File: config.mk
export PLATFORM = sky130hd
export DESIGN_NAME = transport_send
export DESIGN_NICKNAME = d
export VERILOG_FILES = /design/src/rtl/transport_pkg.sv /design/src/rtl/audio_word_fifo.sv /design/src/rtl/transport_send.sv
export SDC_FILE = /design/constraint.sdc
export NUM_CORES = 1
export LEC_CHECK = 0
export ABC_AREA = 1
export CAP_MARGIN = 20
export CORE_MARGIN = 2
export CORE_UTILIZATION = 30
export DETAILED_ROUTE_END_ITERATION = 7
export PLACE_DENSITY = 0.44
export SYNTH_ARGS = -nofsm -noshare
export SYNTH_HDL_FRONTEND = slang
export SYNTH_HIERARCHICAL = 1
export SYNTH_SLANG_ARGS = --single-unit
File: constraint.sdc
create_clock -name clk -period 2.38 [get_ports clk]
set_input_delay 0.714 -clock clk [delete_from_list [all_inputs] [get_ports clk]]
set_output_delay 0.714 -clock clk [all_outputs]
set_load 0.01 [all_outputs]
File: src/rtl/transport_pkg.sv
// Shared transport-layer constants: header bytes, session strobe codes and
// the packetizer state encoding.
package transport_pkg;

  localparam logic [7:0] HDR_CTRL            = 8'h40;
  localparam logic [7:0] HDR_AUDIO           = 8'h80;
  localparam int         DEFAULT_PACKET_SIZE = 16;

  typedef enum logic [1:0] {
    SESS_NONE  = 2'b00,
    SESS_CTRL  = 2'b01,
    SESS_AUDIO = 2'b10
  } sess_e;

  typedef enum logic [2:0] {
    ST_IDLE,
    ST_HDR,
    ST_CTRL_HI,
    ST_CTRL_LO,
    ST_AUD_HI,
    ST_AUD_LO,
    ST_PAD
  } state_e;

  function automatic logic [7:0] header_for(input sess_e kind);
    return (kind == SESS_CTRL) ? HDR_CTRL : HDR_AUDIO;
  endfunction

endpackage

File: src/rtl/audio_word_fifo.sv
// First-word-fall-through FIFO for 16-bit audio samples; dout shows the
// oldest word whenever the FIFO is not empty.
module audio_word_fifo #(
  parameter int DEPTH = 16,
  parameter int CNT_W = $clog2(DEPTH) + 1
) (
  input  logic             clk,
  input  logic             reset,
  input  logic             push,
  input  logic [15:0]      din,
  input  logic             pop,
  output logic [15:0]      dout,
  output logic [CNT_W-1:0] count,
  output logic             full,
  output logic             empty
);

  localparam int PTR_W = $clog2(DEPTH);

  logic [15:0]      r_mem [DEPTH];
  logic [PTR_W-1:0] r_wr_ptr;
  logic [PTR_W-1:0] r_rd_ptr;
  logic [CNT_W-1:0] r_count;
  logic             r_full;
  logic             r_empty;
  logic             w_do_push;
  logic             w_do_pop;
  logic [CNT_W-1:0] w_count_nxt;

  assign w_do_push = push && !r_full;
  assign w_do_pop  = pop && !r_empty;

  // NOTE: every variable assigned in always_comb gets a default first, so no
  // path can leave it unassigned and infer a latch.
  always_comb begin
    w_count_nxt = r_count;
    if (w_do_push && !w_do_pop) begin
      w_count_nxt = r_count + CNT_W'(1);
    end else if (!w_do_push && w_do_pop) begin
      w_count_nxt = r_count - CNT_W'(1);
    end
  end

  // NOTE: sequential state uses non-blocking assignments so every register
  // samples the pre-edge values, independent of statement order.
  always_ff @(posedge clk or negedge reset) begin
    if (!reset) begin
      r_wr_ptr <= '0;
      r_rd_ptr <= '0;
      r_count  <= '0;
      r_full   <= 1'b0;
      r_empty  <= 1'b1;
    end else begin
      if (w_do_push) r_wr_ptr <= r_wr_ptr + PTR_W'(1);
      if (w_do_pop)  r_rd_ptr <= r_rd_ptr + PTR_W'(1);
      r_count <= w_count_nxt;
      r_full  <= (w_count_nxt == CNT_W'(DEPTH));
      r_empty <= (w_count_nxt == '0);
    end
  end

  // NOTE: the storage array is deliberately not reset; the pointers and count
  // define which entries are meaningful, and leaving it out keeps it a RAM.
  always_ff @(posedge clk) begin
    if (w_do_push) r_mem[r_wr_ptr] <= din;
  end

  assign dout  = r_mem[r_rd_ptr];
  assign count = r_count;
  assign full  = r_full;
  assign empty = r_empty;

endmodule

File: src/rtl/transport_send.sv
// Transmit-side packetizer: frames control words and audio samples into
// fixed-size byte packets and streams them one byte per cycle.
module transport_send
  import transport_pkg::*;
#(
  parameter int PACKET_SIZE = DEFAULT_PACKET_SIZE,
  parameter int FIFO_DEPTH  = 16
) (
  input  logic        clk,
  input  logic        reset,
  input  logic        ctrl_valid,
  input  logic [15:0] ctrl_data,
  output logic        ctrl_ready,
  input  logic        audio_valid,
  input  logic [15:0] audio_data,
  output logic        audio_ready,
  input  logic        net_busy,
  output logic        send_signal,
  output logic [7:0]  packet_out,
  output logic        busy
);

  localparam int         AUDIO_WORDS = (PACKET_SIZE - 2) / 2;
  localparam int         CNT_W       = $clog2(FIFO_DEPTH) + 1;
  localparam logic [7:0] LAST_BYTE   = 8'(PACKET_SIZE - 1);
  localparam logic [7:0] LAST_AUD_LO = 8'(PACKET_SIZE - 2);

  state_e           r_state;
  sess_e            r_kind;
  logic [7:0]       r_byte_cnt;
  logic             r_send;
  logic [7:0]       r_out;
  logic             r_busy;
  logic             r_ctrl_ready;
  logic [15:0]      r_ctrl_word;

  logic             w_push;
  logic             w_pop;
  logic [15:0]      w_fifo_dout;
  logic [CNT_W-1:0] w_fifo_count;
  logic             w_fifo_full;
  logic             w_fifo_empty;
  logic             w_audio_start;

  assign w_push        = audio_valid && !w_fifo_full;
  assign w_pop         = (r_state == ST_AUD_LO) && !net_busy && !w_fifo_empty;
  assign w_audio_start = (w_fifo_count >= CNT_W'(AUDIO_WORDS));

  audio_word_fifo #(
    .DEPTH (FIFO_DEPTH),
    .CNT_W (CNT_W)
  ) u_fifo (
    .clk   (clk),
    .reset (reset),
    .push  (w_push),
    .din   (audio_data),
    .pop   (w_pop),
    .dout  (w_fifo_dout),
    .count (w_fifo_count),
    .full  (w_fifo_full),
    .empty (w_fifo_empty)
  );

  // The pending-control register is "full" exactly while ctrl_ready is low.
  always_ff @(posedge clk or negedge reset) begin
    if (!reset) begin
      r_ctrl_ready <= 1'b1;
      r_ctrl_word  <= '0;
    end else if (ctrl_valid && r_ctrl_ready) begin
      r_ctrl_ready <= 1'b0;
      r_ctrl_word  <= ctrl_data;
    end else if (r_state == ST_CTRL_LO && !net_busy) begin
      r_ctrl_ready <= 1'b1;
    end
  end

  always_ff @(posedge clk or negedge reset) begin
    if (!reset) begin
      r_state    <= ST_IDLE;
      r_kind     <= SESS_NONE;
      r_byte_cnt <= '0;
      r_send     <= 1'b0;
      r_out      <= '0;
      r_busy     <= 1'b0;
    end else begin
      r_send <= 1'b0;
      if (r_state == ST_IDLE) begin
        if (!r_ctrl_ready) begin
          r_state    <= ST_HDR;
          r_kind     <= SESS_CTRL;
          r_byte_cnt <= '0;
          r_busy     <= 1'b1;
        end else if (w_audio_start) begin
          r_state    <= ST_HDR;
          r_kind     <= SESS_AUDIO;
          r_byte_cnt <= '0;
          r_busy     <= 1'b1;
        end
      end else if (!net_busy) begin
        // One byte leaves per unstalled cycle; r_byte_cnt is the index of the
        // byte being emitted on this edge.
        r_send     <= 1'b1;
        r_byte_cnt <= r_byte_cnt + 8'd1;
        unique case (r_state)
          ST_HDR: begin
            r_out   <= header_for(r_kind);
            r_state <= (r_kind == SESS_CTRL) ? ST_CTRL_HI : ST_AUD_HI;
          end
          ST_CTRL_HI: begin
            r_out   <= r_ctrl_word[15:8];
            r_state <= ST_CTRL_LO;
          end
          ST_CTRL_LO: begin
            r_out   <= r_ctrl_word[7:0];
            r_state <= ST_PAD;
          end
          ST_AUD_HI: begin
            r_out   <= w_fifo_dout[15:8];
            r_state <= ST_AUD_LO;
          end
          ST_AUD_LO: begin
            r_out   <= w_fifo_dout[7:0];
            r_state <= (r_byte_cnt == LAST_AUD_LO) ? ST_PAD : ST_AUD_HI;
          end
          ST_PAD: begin
            r_out <= 8'h00;
            if (r_byte_cnt == LAST_BYTE) begin
              r_state <= ST_IDLE;
              r_busy  <= 1'b0;
            end
          end
          default: begin
            r_state <= ST_IDLE;
            r_busy  <= 1'b0;
          end
        endcase
      end
    end
  end

  assign ctrl_ready  = r_ctrl_ready;
  assign audio_ready = !w_fifo_full;
  assign send_signal = r_send;
  assign packet_out  = r_out;
  assign busy        = r_busy;

endmodule

==> impl_metrics.yaml, run 1 <==
logic_synthesis:
  syn_avg_cell_area_sq_um: 11.4
  synth_fa_ha_area_share_pct: 1.05
  synth_compound_area_share_pct: 10.2
  ys_warn_count: 6
  netlist_area_sq_um: 13200
  synth-seq-cells: 311
  synth_top_family_by_area: "simple AND/OR/NAND/NOR gates"
  synthCells: 1152
  synth-xor-area-share_pct: 0.400
  synth-simple-area-share_pct: 15.1
  yosysSeqAreaShare_pct: 68.9
  synth.distinct_cells: 37
  syn_nets: 1200
  muxShareOfSynthArea_pct: 0
sta:
  setup_violations: 0
  whs_ns: 0.141
  slew_headroom_pct: 62.1
  rsz0062_at_grt: "false"
  slew_violations: 0
  tightestPinTransition_ns: 0.565
  setup_tns_ns: 0
  fmax_ghz: 0.443
  finalClockSkew_ns: 0.0284
  setup_ws_ns: 0.121
  post-route-period-util_pct: 94.9
  finalHoldViolCount: 0
  min_period_ns: 2.26
setup_path:
  worstPathRequired_ns: 1.67
  timing.rr.end: "packet_out[7]"
  startpoint_type: "flop"
  reg2regPathDepth: 11
  critPathSlowestCell: "clkdlybuf4s50_1"
  r2r_slack_ns: 0.19
  worstPathCellList: "inv_1, clkdlybuf4s50_1"
  crit_type: "reg -> out"
  endpoint_kind: "output pin"
  r2r_start: "u_fifo/r_rd_ptr[0]"
  endpoint: "audio_ready"
  cp-startpoint: "u_fifo/full"
  crit_path_max_incr_delay_ns: 0.53
  worst-path-max-fanout: 4
  arrival_ns: 1.54
layout:
  drive_above_1_share_pct: 13.3
  stdcell_count: 1866
  n_antenna_cell: 0
  final_util_pct: 37.5
  final_nets: 1303
  fin_area_sq_um: 16200
  syn_to_final_growth_pct: 23.1
placed_design:
  hpwl_microns: 23400
  gp_congestion: 0.849
  dp.cells: 1801
  port_buffers: 48
  pre_cts_ws_ns: -0.220
  dpl_cell_area_sq_um: 14900
global_route:
  grt_pass1_vias: 8822
  grt_max_degree: 61
  overflow: 0
  grt_pass1_wl_microns: 54100
  antenna_found_initial: 0
  grtUsageTotal_pct: 16.1
floorplan:
  die_area_sq_um: 45500
  die_width_microns: 213
  std_cell_rows: 76
  coreArea_sq_um: 43200
  start_util_pct: 30.5
  ioPinCount: 49
  die_h_microns: 213
cts:
  clkLatencyLatePin_ns: 0.56
  cts_buffers: 37
  clockBufferDepth: 3
  cts_sinks: 311
  clk_pin_slew_ns: 0.06
  hold_buffers: 0
  cts_tree: "done"
  cts.htree.levels: 2
  cts.root.buffer_cell: "clkbuf_16"
outcome:
  status: "finished clean"
worst_hold_path:
  hold_class: "in -> async"
run:
  cap_violations: 0
power:
  p_leak_nw: 5.88
  powerDensity_nw_per_um2: 1200
  peakVddDrop_mv: 0.419
  p_total_mw: 19.5
detailed_routing:
  wirelength_microns: 35600
  vias: 8804
  drtIter0Drc: 642
  drt-pass1-iter-count: 5
  ant_nets: 0
  drcViolationCount: 0
  routed_wire_length_per_instance_microns: 19.1
  viasPerCell: 4.72
[placed cells by master, fill, tap and decap left out, types with 17 or more instances in the layout]
| cell | count |
|---|---|
| clkdlybuf4s50_1 | 46 |
| inv_1 | 43 |
| buf_4 | 50 |
| clkbuf_16 | 38 |
| nand3_1 | 58 |
| buf_12 | 24 |
| nor2_1 | 196 |
| dfrtp_1 | 51 |
| nor2_2 | 17 |
| nand2_1 | 187 |
| o21ai_0 | 125 |
| edfxtp_1 | 256 |
| o21ai_1 | 21 |
| o211ai_1 | 64 |
[worst min path at each step]
| stage | from | endpoint | slack [ns] |
|---|---|---|---|
| detailed placement | packet_out[6] | packet_out[6] | 0.47 |
| global route | reset | r_ctrl_word[8] | 0.16 |
| global placement | r_ctrl_word[13] | r_ctrl_word[13] | 0.46 |
| CTS | reset | r_ctrl_word[8] | 0.15 |
| finish | reset | r_ctrl_word[8] | 0.14 |
| floorplan | reset | busy | 0.42 |
[synthesized netlist by cell type (all sizes together)]
cell type    n  share of area [%]
buf         35                1.9
clkbuf      23               0.66
nand2      192                5.7
ha          11                1.0
edfxtp     256                 58
inv         52                1.7
o211ai      64                3.7
o21bai       1              0.057
nand3       59                2.3
clkinv       2              0.057
and3         1              0.048
nor2       215                6.3
nand3b       2               0.11
nand4       12               0.57
nor3         2              0.076
xor2         6               0.40
dfrtp       53                 10
o22ai        1              0.048
o21ai      147                5.7
a21oi       16               0.72
dfstp        2               0.40
[area by class of cell]
class                      instances  area [sq um]
fill                            4244         27000
tap                              585           732
clock buffer                      44           983
clock inverter                    21           275
inverter                          54           235
multi-input combinational        729          3550
timing repair buffer             122          1330
sequential                       311          9070
[state kept, by name, summed over array words and instances (netlist names)]
register and flops:
u_fifo/full 1, packet_out 8, u_fifo/r_wr_ptr 4, busy 1, r_kind 2, u_fifo/count 5
r_ctrl_word 16, u_fifo/empty 1, r_byte_cnt 8, r_state 3, ctrl_ready 1, send_signal 1
u_fifo/r_mem 256, u_fifo/r_rd_ptr 4
[cell families after synthesis]
kind of cell | after synthesis
AOI/OAI and AO/OA | 229
xor gates and xnor gates | 6
adders and majority gates | 11
buffers and inverters | 112
DFF | 311
and+or+nand+nor | 483
[metal layers]
metal / share of wire (%) / up-vias / track usage (%)
met4: 3.3 / 0 / 6.42
met5: 0 / - / 0
met3: 4.6 / 68 / 2.52
met1: 45 / 4262 / 21.3
met2: 47 / 217 / 26.6
li1: - / 4257 / -
[worst max-delay path: cells and delay by family, from the launching register on]
kind	cells	cell delay, ns
flops	1	0.42
buf+inv	2	0.59
[report_power, final]
part / total [mW] / switching (mW) / internal, mW
logic: 6.44 / 4.28 / 2.16
registers: 7.14 / 0.392 / 6.74
clock network: 5.89 / 2.28 / 3.61
total: 19.5 / 6.95 / 12.5
[timing repair]
action                                  CTS  global route
gates resized for setup                   1             0
endpoints found under the hold margin     0             0
buffers inserted                          0             0
endpoints found under the setup margin    1             0
Note: power is estimated with default switching activity, not from simulation.
==> inputs of run 2 (changes only) <==
- PLACE_DENSITY: 0.44 -> 0.46
- clock period: 2.38 -> 2.05 ns (I/O delays scaled with it)
==> run 2 against run 1 <==
  * The run now ends with setup timing left
  * Global-route usage decreased by 0.19 points
  * Design area grew 3.2%
  * Utilization grew 1.2 points
  * Cell count up 1.6%
  * Hold slack got worse by 0.074 ns
  * Clock skew decreased by 0.0022 ns
  * Worst setup slack worse by 0.14 ns
  * Sequential share of layout area down 1.7 points
  * Sequential power increased by 17%
  * Flip-flop and latch count is the same
  * Critical path depth rose by 12
  * Non-clock buffer count is 31 higher
  * Critical path type is now reg -> reg
  * Critical endpoint is now packet_out[6]
  * Largest power group is now combinational logic
==> impl_metrics.yaml, run 2 (synthesis results as in run 1) <==
sta:
  whs_ns: 0.0671
  min_period_ns: 2.07
  finalClockSkew_ns: 0.0262
  setup_violations: 1
  tightestPinTransition_ns: 0.531
  slew_headroom_pct: 64.4
  finalHoldViolCount: 0
  post-route-period-util_pct: 101
  rsz0062_at_grt: "true"
  slew_violations: 0
  fmax_ghz: 0.483
  setup_ws_ns: -0.0224
setup_path:
  worst-path-max-fanout: 7
  r2r_start: "u_fifo/r_rd_ptr[0]"
  crit_type: "reg -> reg"
  reg2regPathDepth: 14
  worstPathRequired_ns: 2.48
  startpoint_type: "flop"
  arrival_ns: 2.51
  r2r_slack_ns: -0.02
  endpoint_kind: "flop"
  timing.rr.end: "packet_out[6]"
detailed_routing:
  routed_wire_length_per_instance_microns: 19.1
  ant_nets: 0
  drtIter0Drc: 626
  wirelength_microns: 36100
  viasPerCell: 4.72
  drcViolationCount: 0
  vias: 8945
  drt-pass1-iter-count: 7
floorplan:
  std_cell_rows: 76
  die_h_microns: 213
  start_util_pct: 30.5
  die_area_sq_um: 45500
  ioPinCount: 49
  coreArea_sq_um: 43200
  die_width_microns: 213
placed_design:
  hpwl_microns: 23100
  port_buffers: 48
  pre_cts_ws_ns: -0.396
  gp_congestion: 0.777
outcome:
  status: "finished with violations"
  violations: "setup timing"
layout:
  drive_above_1_share_pct: 18.0
  top_register: "u_fifo/r_mem"
  final_cell_mix: "edfxtp_1, nor2_1, nand2_1, o21ai_0, o211ai_1"
  final_common_cell: "edfxtp_1"
  top_regs: "u_fifo/r_mem: 256 flops, r_ctrl_word: 16 flops"
  largest_reg_flops: 256
  final_nets: 1334
  syn_to_final_growth_pct: 27.0
  n_antenna_cell: 0
  final_util_pct: 38.7
global_route:
  grtUsageTotal_pct: 15.9
  antenna_found_initial: 0
  grt_pass1_vias: 8960
  grt_pass1_wl_microns: 54200
  grt_max_degree: 56
  overflow: 0
cts:
  cts_buffers: 36
  clk_pin_slew_ns: 0.06
  cts_tree: "done"
  cts_sinks: 311
  cts.root.buffer_cell: "clkbuf_16"
  cts.htree.levels: 2
  clockBufferDepth: 3
  hold_buffers: 0
  clkLatencyLatePin_ns: 0.55
worst_hold_path:
  hold_class: "in -> async"
power:
  powerDensity_nw_per_um2: 1390
  p_leak_nw: 6.14
  peakVddDrop_mv: 0.551
run:
  cap_violations: 0
==> run 2: cell types whose count changed in the layout (fill, tap and decap cells not counted), moves of 11 or more <==
cell / before / now
o21ai_1: 21 / 39
dlygate4sd2_1: 1 / 12
nor2_1: 196 / 184
buf_4: 50 / 63
nand2_1: 187 / 174
o21ai_0: 125 / 103
clkdlybuf4s50_1: 46 / 35
nand2_2: 2 / 13
==> run 2: layout make-up <==
class | count | area, sq um
Timing Repair inverter | 1 | 8.76
Timing Repair Buffer | 153 | 1780
Inverter | 54 | 245
Clock buffer | 46 | 960
Sequential cell | 311 | 9070
Multi-Input combinational cell | 729 | 3700
Fill cell | 4245 | 26500
Tap cell | 585 | 732
Clock inverter | 17 | 198
==> run 2: timing repair <==
item | 4_1_cts | 5_1_grt
resized for setup | 19 | 71
pin swaps | 0 | 29
endpoints found under the setup margin | 17 | 10
setup buffers | 1 | 7
gates cloned | 2 | 4
==> run 2: report_power, final <==
group          switching [mW]  leakage, nW  total (mW)  internal, mW
combinational            5.25         2.57        8.48          3.23
sequential              0.501         3.00        8.33          7.83
clock                    2.57        0.570        6.40          3.83
total                    8.33         6.14        23.2          14.9
==> run 2: worst max-delay path: stages (launching register included) <==
cell	delay (ns)
dfrtp_4	0.53
clkinv_8	0.14
buf_12	0.17
nor2_1	0.09
nor2_1	0.04
o21ai_0	0.10
o211ai_1	0.17
nand3_1	0.18
nand2_2	0.13
nand2_1	0.09
nand2_1	0.07
nor2_1	0.09
nand2_1	0.05
nand2_1	0.05
nand2_1	0.04
==> run 2: worst max path at each step <==
stage                                  start              endpoint  cells past startpoint
after floorplan                  audio_valid   u_fifo/r_mem[11][0]                      7
after global placement           audio_valid  u_fifo/r_mem[14][13]                      9
after detailed placement         audio_valid          u_fifo/empty                     14
after CTS                 u_fifo/r_rd_ptr[0]         packet_out[7]                     14
after global routing      u_fifo/r_rd_ptr[0]         packet_out[0]                     13
final                     u_fifo/r_rd_ptr[0]         packet_out[6]                     14
==> run 2: per-stage QoR <==
step | power, mW | std cells | area, sq um | setup TNS, ns
after floorplan | 13.0 | 1152 | 13200 | -21.70
after global placement | 16.2 | 1820 | 15200 | -87.40
after detailed placement | 16.2 | 1820 | 15200 | -88.99
after CTS | 22.8 | 1886 | 16400 | 0
after global routing | 24.6 | 1896 | 16700 | -0.466
final | 23.2 | 1896 | 16700 | -0.0224
==> run 2: metal layers <==
layer  vias to the layer above  part of all wire [%]  global-route usage (%)
met3                        47                   4.5                    2.52
met5                         -                     0                       0
met1                      4389                    46                    21.9
li1                       4323                     -                       -
met2                       186                    47                    25.8
met4                         0                   2.2                    5.36
==> inputs of run 3 (changes only) <==
- GPL_TIMING_DRIVEN: default -> 1
==> results of run 3 <==
No change in the layout: final DEF, timing and power equal those of run 2.
